<file path="src/rtl/uart_pkg.sv">
// Shared UART receive-path types and constants.
// Entry width grows to carry the parity flag when UART_RX_FIFO_PERR_EN is defined.
package uart_pkg;

  localparam int UART_DW = 8;

  typedef enum logic [1:0] {
    RX_IDLE,
    RX_ACK,
    RX_WAIT
  } rx_state_e;

`ifdef UART_RX_FIFO_PERR_EN
  localparam int ENTRY_W = UART_DW + 1;
`else
  localparam int ENTRY_W = UART_DW;
`endif

endpackage

</file>
<file path="src/rtl/uart_fifo_mem.sv">
// Register-array storage for the receive FIFO.
// Synchronous write, asynchronous read so the head entry is visible without a read cycle.
module uart_fifo_mem #(
  parameter int DEPTH = 16,
  parameter int AW    = 4,
  parameter int W     = 8
) (
  input  logic          clk,
  input  logic          we,
  input  logic [AW-1:0] wr_ptr,
  input  logic [W-1:0]  wr_data,
  input  logic [AW-1:0] rd_ptr,
  output logic [W-1:0]  rd_data
);

  logic [W-1:0] mem_q [DEPTH];

  always_ff @(posedge clk) begin
    if (we) begin
      mem_q[wr_ptr] <= wr_data;
    end
  end

  assign rd_data = mem_q[rd_ptr];

endmodule

</file>
<file path="src/rtl/uart_rx_fifo.sv">
// UART receive buffer: captures one byte per rdrf frame, acknowledges it, and queues it in a FWFT FIFO.
// Optional feature macro: UART_RX_FIFO_PERR_EN stores the parity flag alongside each byte.
module uart_rx_fifo
  import uart_pkg::*;
#(
  parameter int DEPTH = 16,
  parameter int AW    = 4
) (
  input  logic               clk,
  input  logic               clr,
  input  logic               rdrf,
  input  logic [UART_DW-1:0] rx_data,
  input  logic               prty_err,
  output logic               rdrf_clr,
  input  logic               rd_en,
  output logic [UART_DW-1:0] rd_data,
  output logic               rd_perr,
  output logic               empty,
  output logic               full,
  output logic [AW:0]        count,
  output logic               overrun,
  input  logic               ovr_clr
);

  localparam logic [AW:0] FULL_CNT = (AW+1)'(DEPTH);

  rx_state_e          state_q, state_d;
  logic               capture;
  logic               push, pop, drop;
  logic [AW-1:0]      wr_ptr_q, wr_ptr_d;
  logic [AW-1:0]      rd_ptr_q, rd_ptr_d;
  logic [AW:0]        count_q, count_d;
  logic               overrun_q, overrun_d;
  logic [ENTRY_W-1:0] wr_entry, rd_entry;

  // WAIT holds off re-capture until the receiver drops rdrf, so a lingering flag yields one push.
  always_comb begin
    state_d  = state_q;
    rdrf_clr = 1'b1;
    capture  = 1'b0;
    case (state_q)
      RX_IDLE: begin
        if (rdrf) begin
          capture = 1'b1;
          state_d = RX_ACK;
        end
      end
      RX_ACK: begin
        rdrf_clr = 1'b0;
        state_d  = RX_WAIT;
      end
      RX_WAIT: begin
        if (!rdrf) begin
          state_d = RX_IDLE;
        end
      end
      default: state_d = RX_IDLE;
    endcase
  end

  // A full FIFO still accepts a byte when the CPU pops in the same cycle.
  always_comb begin
    pop       = rd_en && (count_q != '0);
    push      = capture && ((count_q != FULL_CNT) || rd_en);
    drop      = capture && !push;
    wr_ptr_d  = push ? wr_ptr_q + AW'(1) : wr_ptr_q;
    rd_ptr_d  = pop  ? rd_ptr_q + AW'(1) : rd_ptr_q;
    count_d   = count_q;
    case ({push, pop})
      2'b10:   count_d = count_q + (AW+1)'(1);
      2'b01:   count_d = count_q - (AW+1)'(1);
      default: count_d = count_q;
    endcase
    overrun_d = drop | (overrun_q & ~ovr_clr);
  end

  always_ff @(posedge clk or posedge clr) begin
    if (clr) begin
      state_q   <= RX_IDLE;
      wr_ptr_q  <= '0;
      rd_ptr_q  <= '0;
      count_q   <= '0;
      overrun_q <= 1'b0;
    end else begin
      state_q   <= state_d;
      wr_ptr_q  <= wr_ptr_d;
      rd_ptr_q  <= rd_ptr_d;
      count_q   <= count_d;
      overrun_q <= overrun_d;
    end
  end

  uart_fifo_mem #(
    .DEPTH (DEPTH),
    .AW    (AW),
    .W     (ENTRY_W)
  ) u_mem (
    .clk     (clk),
    .we      (push),
    .wr_ptr  (wr_ptr_q),
    .wr_data (wr_entry),
    .rd_ptr  (rd_ptr_q),
    .rd_data (rd_entry)
  );

`ifdef UART_RX_FIFO_PERR_EN
  assign wr_entry = {prty_err, rx_data};
  assign rd_perr  = empty ? 1'b0 : rd_entry[ENTRY_W-1];
`else
  logic unused_prty_err;
  assign unused_prty_err = prty_err;
  assign wr_entry        = rx_data;
  assign rd_perr         = 1'b0;
`endif

  assign rd_data = empty ? '0 : rd_entry[UART_DW-1:0];
  assign empty   = (count_q == '0);
  assign full    = (count_q == FULL_CNT);
  assign count   = count_q;
  assign overrun = overrun_q;

endmodule

</file>
<file path="config.mk">
export PLATFORM = sky130hd
export DESIGN_NAME = uart_rx_fifo
export DESIGN_NICKNAME = d
export VERILOG_FILES = /design/src/rtl/uart_pkg.sv /design/src/rtl/uart_fifo_mem.sv /design/src/rtl/uart_rx_fifo.sv
export SDC_FILE = /design/constraint.sdc
export NUM_CORES = 1
export LEC_CHECK = 0
export ABC_AREA = 1
export CORE_UTILIZATION = 56
export CTS_BUF_LIST = sky130_fd_sc_hd__clkbuf_4
export DETAILED_ROUTE_END_ITERATION = 10
export PLACE_DENSITY = 0.76
export SLEW_MARGIN = 40
export SYNTH_ARGS = -nofsm -noshare
export SYNTH_HDL_FRONTEND = slang
export SYNTH_SLANG_ARGS = --single-unit
</file>
<file path="constraint.sdc">
create_clock -name clk -period 2.77 [get_ports clk]
set_input_delay 0.831 -clock clk [delete_from_list [all_inputs] [get_ports clk]]
set_output_delay 0.831 -clock clk [all_outputs]
set_load 0.1 [all_outputs]
</file>
# --- Word-level counts from Yosys, hierarchy flattened ---
# Memory sizes are Yosys's and may differ from the RTL's.
# Cells that the tools add are included.
# W data, S select, Z words.
word_totals:
  register_bits: 16
  latchBits: 0
  mem_bits_rw: 128
  rom_bits: 0
  inputBits: 14
  mem_count: 1
memory_table:
  columns: ["memory", "depth", "word_bits", "rd", "rd_clocked_by_memory_dff", "write_ports", "line_no", "source"]
  rows:
  - ["u_mem.mem_q", 16, 8, 1, 0, 1, "uart_fifo_mem.sv:16", "logic [W-1:0] mem_q [DEPTH];"]
classes:
  n_addsub: 4
  n_mul: 0
  div_mod_pow: 0
  magnitude_cmp: 0
  n_eq_ne: 8
  n_shift: 0
  mux: 10
  bitwise_logic: 3
  reduce_logical: 10
ops:
  columns: ["operator", "count"]
  rows:
  - ["$pmux W5 S2", 1]
  - ["$add A4 B1 Y4 const B", 2]
  - ["$mux W8", 1]
  - ["$pmux W2 S3", 1]
  - ["$add A5 B1 Y5 const B", 1]
  - ["$eq A5 B5 Y1 const B", 1]
  - ["$logic_not A5 Y1", 1]
  - ["$mux W1", 5]
  - ["$ne A5 B5 Y1 const B", 1]
  - ["$reduce_bool A5 Y1", 1]
  - ["$sub A5 B1 Y5 const B", 1]
  - ["$eq A2 B1 Y1 const B", 2]
  - ["$eq A2 B2 Y1 const B", 2]
  - ["$mux W2", 2]
  - ["$ne A2 B2 Y1 const B", 2]
  - ["$logic_and A1 B1 Y1", 3]
  - ["$logic_not A2 Y1", 1]
  - ["$reduce_and A2 Y1", 1]
  - ["$reduce_bool A2 Y1", 1]
  - ["$and A1 B1 Y1", 1]
  - ["$logic_not A1 Y1", 1]
  - ["$logic_or A1 B1 Y1", 1]
  - ["$not A1 Y1", 1]
  - ["$or A1 B1 Y1", 1]

# --- Logic depth before layout (Yosys ltp) ---
depth:
  word_depth: 6
  mapped_depth: 17

# --- Hierarchy ---
# A second synthesis with hierarchy kept.
hier_totals:
  hier_cells: 675
  hier_area_um2: 6636.4
by_module_without_submodules:
  columns: ["mod", "n_inst", "cells_per_inst", "area_each_um2", "seq_area_each_um2"]
  rows:
  - ["uart_fifo_mem", 1, 543, 5606.6, 3843.7]
  - ["uart_rx_fifo", 1, 132, 1029.7, 400.4]

# --- Worst setup path before layout ---
# Ideal clock, no wire load.
synth_path:
  path_type: "register to output"
  from: "register count_q[2] (netlist: count[2])"
  to: "output rd_data[0]"
  t_arrival_ns: 3.029
  t_required_ns: 1.939
  setup_slack_ns: -1.090
  path_stages_with_launch: 5
  path_cell_list: "dfrtp_1 -> inv_1 -> nand3_2 -> nor2_4 -> a21oi_1"
synth_between:
  elab_chain_len: 2
synth_rtl:
  columns: ["element", "line_no", "source"]
  rows:
  - ["start: declaration", "uart_rx_fifo.sv:32", "logic [AW:0] count_q, count_d;"]
  - ["start signal: assignment", "uart_rx_fifo.sv:88", "count_q <= count_d;"]
  - ["$logic_not A5 Y1", "uart_rx_fifo.sv:117", "assign empty = (count_q == '0);"]
  - ["net empty", "uart_rx_fifo.sv:18", "output logic empty,"]
  - ["$mux W8", "uart_rx_fifo.sv:116", "assign rd_data = empty ? '0 : rd_entry[UART_DW-1:0];"]
  - ["end: declaration", "uart_rx_fifo.sv:16", "output logic [UART_DW-1:0] rd_data,"]
# The timed path passes the listed nets, and every way through them passes these cells.

# --- Worst setup path after layout ---
layout_path:
  from: "register rd_ptr_q[0]"
  to: "output rd_data[5]"
layout_between:
  elab_chain_len: 2
layout_rtl:
  columns: ["element", "line_no", "source"]
  rows:
  - ["start: declaration", "uart_rx_fifo.sv:31", "logic [AW-1:0] rd_ptr_q, rd_ptr_d;"]
  - ["start signal: assignment", "uart_rx_fifo.sv:87", "rd_ptr_q <= rd_ptr_d;"]
  - ["$mem_v2 Z16 W8", null, null]
  - ["$mux W8", "uart_rx_fifo.sv:116", null]
# No other way between the ends.

==> impl_metrics.yaml <==
outcome:
  status: "complete, but fails checks"
  failed_checks: "negative setup slack"
power_and_ir_drop:
  ir_worst_vdd_mv: 1.67
  finalPower_mw: 9.09
  power.leakage_nw: 2.89
  powerDensity_nw_per_um2: 1220
placed_design:
  port_buffers: 29
  placed_cells_incl_taps: 734
  dpl.hpwl_um: 8540
  routabilityCongestion: 0.832
  place_ws_ps: 4.09
global_routing:
  overflow: 0
  grt_pass1_wl_um: 21300
  grt_max_degree: 31
  grt_pass1_vias: 4163
  grt_use_total_pct: 25.8
  antenna_found_initial: 0
timing:
  worst_slack_ps: -249
  hold_viol: 0
  timing.final.crit_share_pct: 109
  skew_ps: 22.3
  finalSetupTns_ps: -1540
  fmax_mhz: 331
  worst_slew_pin_slew_ps: 697
  grt_setup_unrepaired: "true"
  whs_ps: 521
  setup_viol: 8
  finalMaxSlewViolations: 0
  period_needed_ps: 3020
  max_slew_margin_pct: 53.5
routing:
  drc: 0
  wl_per_cell_um: 18.5
  top_layer: "met4"
  wl_met2_um: 7220
  via_per_inst: 5.72
  wl_met1_um: 5420
  totalWireLength_um: 14300
  wl_met3_um: 1320
  first_pass_iters: 6
  drt_iter0_markers: 479
  postRouteAntennaNets: 0
  vias: 4408
setup_path:
  r2r-start: "count[3]"
  crit_path_max_fanout: 5
  critPathKind: "reg2out"
  crit_path_cell_trace: "clkinv_4 > buf_12 > clkbuf_16 > nand2_2 > nand3_2 > nand3_1 > nand2_1 > nand2_1 > a21oi_2 > buf_12"
  critPathLaunchType: "flop"
  cp-end-kind: "primary output"
  crit_arrival_ps: 2190
  cpMaxStageDelayCell: "dfrtp_2"
  setup.worst_path.start: "rd_ptr_q[0]"
  cp_slowest_stage_delay_ps: 470
  reg2reg_slack_ps: 430
  crit_required_ps: 1940
synthesis:
  synthArstFlopShare_pct: 11.1
  synth_top_family_by_area: "simple AND/OR/NAND/NOR gates"
  synth_compound_area_share_pct: 1.59
  syn_area_um2: 6230
  yosys.area_share.simple_pct: 22.5
  synth_fa_ha_area_share_pct: 1.61
  synth-seq-cells: 144
  synth_seq_area_share_pct: 68.1
  synth_fp_nets: 581
  synthXorXnorAreaFrac_pct: 1.12
  synthMuxAreaShare_pct: 0
  ys_types: 30
  synthCells: 559
  synthFlopType: "edfxtp_1"
  ys.warnings.count: 0
  synth_area_per_cell_um2: 11.1
  synth_edf_count: 128
cells_and_area:
  area_growth_pct: 19.4
  drive_above_1_share_pct: 21.6
  n_antenna_cell: 0
  instances_no_fill: 771
  nets: 642
  layout_commonest_cell: "nand2_1"
  multi_input_area_um2: 1830
  nFillCells: 744
  mostFrequentLayoutCells: "nand2_1 (176), edfxtp_1 (128), nand3_1 (97)"
  regArea_um2: 4260
floorplan:
  design.core.area_um2: 10800
  num_rows: 38
  io_pins: 32
  die_x_um: 107
  die_h_um: 107
  initial_utilization_pct: 57.5
  die_area_um2: 11500
clock_tree:
  cts_inserted_buffers: 17
  cts_max_path_buffers: 2
  cts_hold_buf: 0
  cts_sinks: 144
  clock_latency_ps: 550
  clock-root-buffer: "clkbuf_4"
  cts_tree: "built"
  clk_pin_slew_ps: 100
  cts_max_level: 4
worst_hold_path:
  hold_start: "state_q[1]"
  min_path_type: "reg2reg"
job:
  cap_violations: 0
-- cell usage after synthesis (2+ instances only) --
master    number  area (um2)
nand2_1      189         709
edfxtp_1     128        3840
nand3_1      105         526
inv_1         24        90.1
dfrtp_1       16         400
nor3_1        14        70.1
a21oi_1       10        50.1
buf_2         10        50.1
buf_4         10        75.1
ha_1           8         100
buf_6          6        67.6
xor2_1         6        52.6
nor2_1         5        18.8
nand2_2        4        25.0
o21ai_0        3        15.0
clkbuf_1       2        7.51
clkinv_1       2        7.51
inv_2          2        7.51
nor2_4         2        22.5
o22ai_1        2        12.5
xnor2_1        2        17.5
-- registers in the layout (all words and copies together), names as in the netlist --
signal and flops:
wr_ptr_q 4, state_q 2, count 5, u_mem.mem_q 128, rd_ptr_q 4, overrun 1
-- cells by family after synthesis --
| logic type | Yosys count |
|---|---|
| xor+xnor | 8 |
| simple gates | 323 |
| buf+inv | 57 |
| other cells | 1 |
| compound gates | 18 |
| flops | 144 |
| fa+ha+maj | 8 |
-- layer usage --
layer  track usage (%)  vias to the layer above
met1              32.6                     2092
met3              6.42                       32
met4              8.90                        0
met5                 0                        -
met2              43.6                      237
li1                  -                     2047
-- layout make-up --
class / count / area share [%]
Clock buffer: 19 / 1.92
Clock inverter: 11 / 1.01
Inverter: 28 / 1.51
Multi-Input combinational cell: 358 / 24.6
Sequential cell: 144 / 57.3
Tap cell: 140 / 2.36
Timing Repair Buffer: 71 / 11.3
-- what timing repair did --
action                     4_1_cts  5_1_grt
pin swaps                        9        6
cloned                           3        2
gates resized for setup         23       17
setup buffers                    3        0
setup endpoints to repair        8        8
-- through the flow --
| stage | area [um2] | util [%] |
|---|---|---|
| after global placement | 6940 | 64.0 |
| after CTS | 7340 | 67.7 |
| after floorplan | 6320 | - |
| after global routing | 7440 | 68.6 |
| final | 7440 | 68.6 |
| after detailed placement | 6940 | 64.0 |
-- final timing paths --
check	end	cells past startpoint
max	rd_data[5]	10
min	state_q[1]	2
max reg2reg	count[4]	16
min reg2reg	state_q[1]	2
max in group asynchronous	count[2]	2
min in group asynchronous	wr_ptr_q[3]	2
-- worst max-delay path, delay by kind of cell (launching register included) --
kind	cells	cell delay, ps
compound gates	1	230
buf+inv	4	590
flops	1	470
simple gates	5	340
-- report_power, final --
group	total [mW]	internal, mW	switching, mW
logic	5.19	1.78	3.42
clock network	1.11	0.433	0.675
registers	2.79	2.61	0.178
Power figures use the tool's default switching activity.
==> edit, RTL diff (same settings) <==
Build with the macro `UART_RX_FIFO_PERR_EN` defined.
--- a/src/rtl/uart_pkg.sv
+++ b/src/rtl/uart_pkg.sv
@@ -1,5 +1,7 @@
 // Shared UART receive-path types and constants.
 // Entry width grows to carry the parity flag when UART_RX_FIFO_PERR_EN is defined.
+`define UART_RX_FIFO_PERR_EN
+
 package uart_pkg;
 
   localparam int UART_DW = 8;
Formal check against the unedited RTL: not equivalent (Yosys sat finds a counterexample within 4 cycles, from zero or initial values).
==> edit against the original RTL <==
Critical path depth did not move. Register-to-register slack gained 0.05 ns. Sequential cell count up 16. First-iteration DRC count up 20%. The flow still finishes with violations (setup timing). Maximum frequency decreased by 1.7%. Total power is 17% higher. Critical path type unchanged. Final area increased by 14%. Routed wire length rose by 20%. Largest cell class unchanged. Sequential power is 12% higher. Setup slack worse by 0.053 ns. Final cell count is 9.3% higher. Synthesized area up 10%.
==> edit: results (changes against the original RTL) <==
<table>
<tr><th>Metric</th><th>Value</th></tr>
<tr><th colspan="2">GRT</th></tr>
<tr><td>Number of global-route vias before repair</td><td>4783 (+15%)</td></tr>
<tr><td>Wire length of the first global-routing pass</td><td>25.9 mm (+22%)</td></tr>
<tr><td>GR met3 Demand/Resource</td><td>0.0712 (+0.00707)</td></tr>
<tr><th colspan="2">Routing</th></tr>
<tr><td>Number of detailed-route iterations in the first pass</td><td>5 (-1)</td></tr>
<tr><td>M1 wire length</td><td>6.51 mm (+20%)</td></tr>
<tr><td>Number of DRC markers after the initial detailed-route iteration</td><td>576 (+20%)</td></tr>
<tr><td>Aggregate routed wire length</td><td>17.1 mm (+20%)</td></tr>
<tr><th colspan="2">Place</th></tr>
<tr><td>Detailed placer's ending HPWL</td><td>9.80 mm (+15%)</td></tr>
<tr><td>Post-placement setup slack</td><td>0.0186 ns (+0.0145 ns)</td></tr>
<tr><td>Placer's final routability congestion estimate</td><td>0.848 (+1.8%)</td></tr>
<tr><th colspan="2">Pwr</th></tr>
<tr><td>IR drop worst, VDD</td><td>1.03 mV (-39%)</td></tr>
<tr><th colspan="2">Outcome</th></tr>
<tr><td>Failing checks</td><td>setup timing</td></tr>
<tr><td>Outcome</td><td>finished, violations left</td></tr>
<tr><th colspan="2">Yosys</th></tr>
<tr><td>Net count of the mapped netlist</td><td>631 (+8.6%)</td></tr>
<tr><td>Xor-xnor portion of the synthesized cell area</td><td>0.0113 (+0.0000294)</td></tr>
<tr><td>Top cells by instance count after synthesis</td><td>211 x sky130_fd_sc_hd__nand2_1, 144 x sky130_fd_sc_hd__edfxtp_1, 117 x sky130_fd_sc_hd__nand3_1</td></tr>
<tr><td>Largest cells by area after synthesis</td><td>sky130_fd_sc_hd__edfxtp_1 63%, sky130_fd_sc_hd__nand2_1 12%, sky130_fd_sc_hd__nand3_1 8.5%, sky130_fd_sc_hd__dfrtp_1 5.8%, sky130_fd_sc_hd__ha_1 1.5%</td></tr>
<tr><td>Portion of the post-synthesis area used by sequential elements</td><td>0.687 (+0.00552)</td></tr>
<tr><th colspan="2">Clocking</th></tr>
<tr><td>Post-cts resize count</td><td>39 (+70%)</td></tr>
<tr><th colspan="2">Layout</th></tr>
<tr><td>Fillers</td><td>810 (+8.9%)</td></tr>
<tr><td>Final non-filler cell total</td><td>843 (+9.3%)</td></tr>
<tr><td>Post-route cell area</td><td>8500 um^2 (+14%)</td></tr>
<tr><th colspan="2">Timing</th></tr>
<tr><td>Final worst-path setup slack</td><td>-0.302 ns (-0.0529 ns)</td></tr>
<tr><td>Final-report setup violation count</td><td>9 (+1)</td></tr>
<tr><td>Total negative slack</td><td>-2.43 ns (-0.896 ns)</td></tr>
<tr><td>Post-Route Skew</td><td>0.0146 ns (-0.00773 ns)</td></tr>
</table>
==> edit: where the power goes <==
| group | total [W] | leakage (nW) | switching (W) | internal, W |
|---|---|---|---|---|
| combinational | 0.00623 | 1.64 | 0.00396 | 0.00227 |
| sequential | 0.00313 | 1.49 | 0.000242 | 0.00289 |
| clock | 0.00123 | 0.143 | 0.000741 | 0.000491 |
==> edit: final timing paths <==
path                                to  slack (ns)  depth (start not counted)
max                         rd_data[5]       -0.30                         10
min                         state_q[1]        0.53                          2
max reg2reg                   count[4]        0.48                         16
min reg2reg                 state_q[1]        0.53                          2
max in group asynchronous     count[3]        1.59                          2
min in group asynchronous  wr_ptr_q[2]        0.67                          2
==> edit: layout make-up <==
| class | count | area share |
|---|---|---|
| clock inverters | 9 | 0.00825 |
| well taps | 147 | 0.0216 |
| repair buffers | 86 | 0.129 |
| inverters | 28 | 0.0133 |
| clock buffers | 23 | 0.0203 |
| flip-flops and latches | 160 | 0.558 |
| multi-input cells | 390 | 0.249 |
==> edit: cells by family (layout without fill, tap and decap cells) <==
logic type	after synthesis	in the layout
fa+ha+maj	8	8
xor+xnor	8	8
compound gates	19	19
flops	160	160
buf+inv	59	146
simple gates	355	355
==> edit: worst max-delay path, cell delays in order, from the launching register on <==
cell	delay, ns
sky130_fd_sc_hd__dfrtp_2	0.52
sky130_fd_sc_hd__inv_8	0.13
sky130_fd_sc_hd__buf_12	0.13
sky130_fd_sc_hd__buf_16	0.12
sky130_fd_sc_hd__nand2_1	0.06
sky130_fd_sc_hd__nand3_2	0.09
sky130_fd_sc_hd__nand3_2	0.09
sky130_fd_sc_hd__nand2_2	0.08
sky130_fd_sc_hd__nand2_2	0.07
sky130_fd_sc_hd__a21oi_4	0.20
sky130_fd_sc_hd__buf_12	0.19
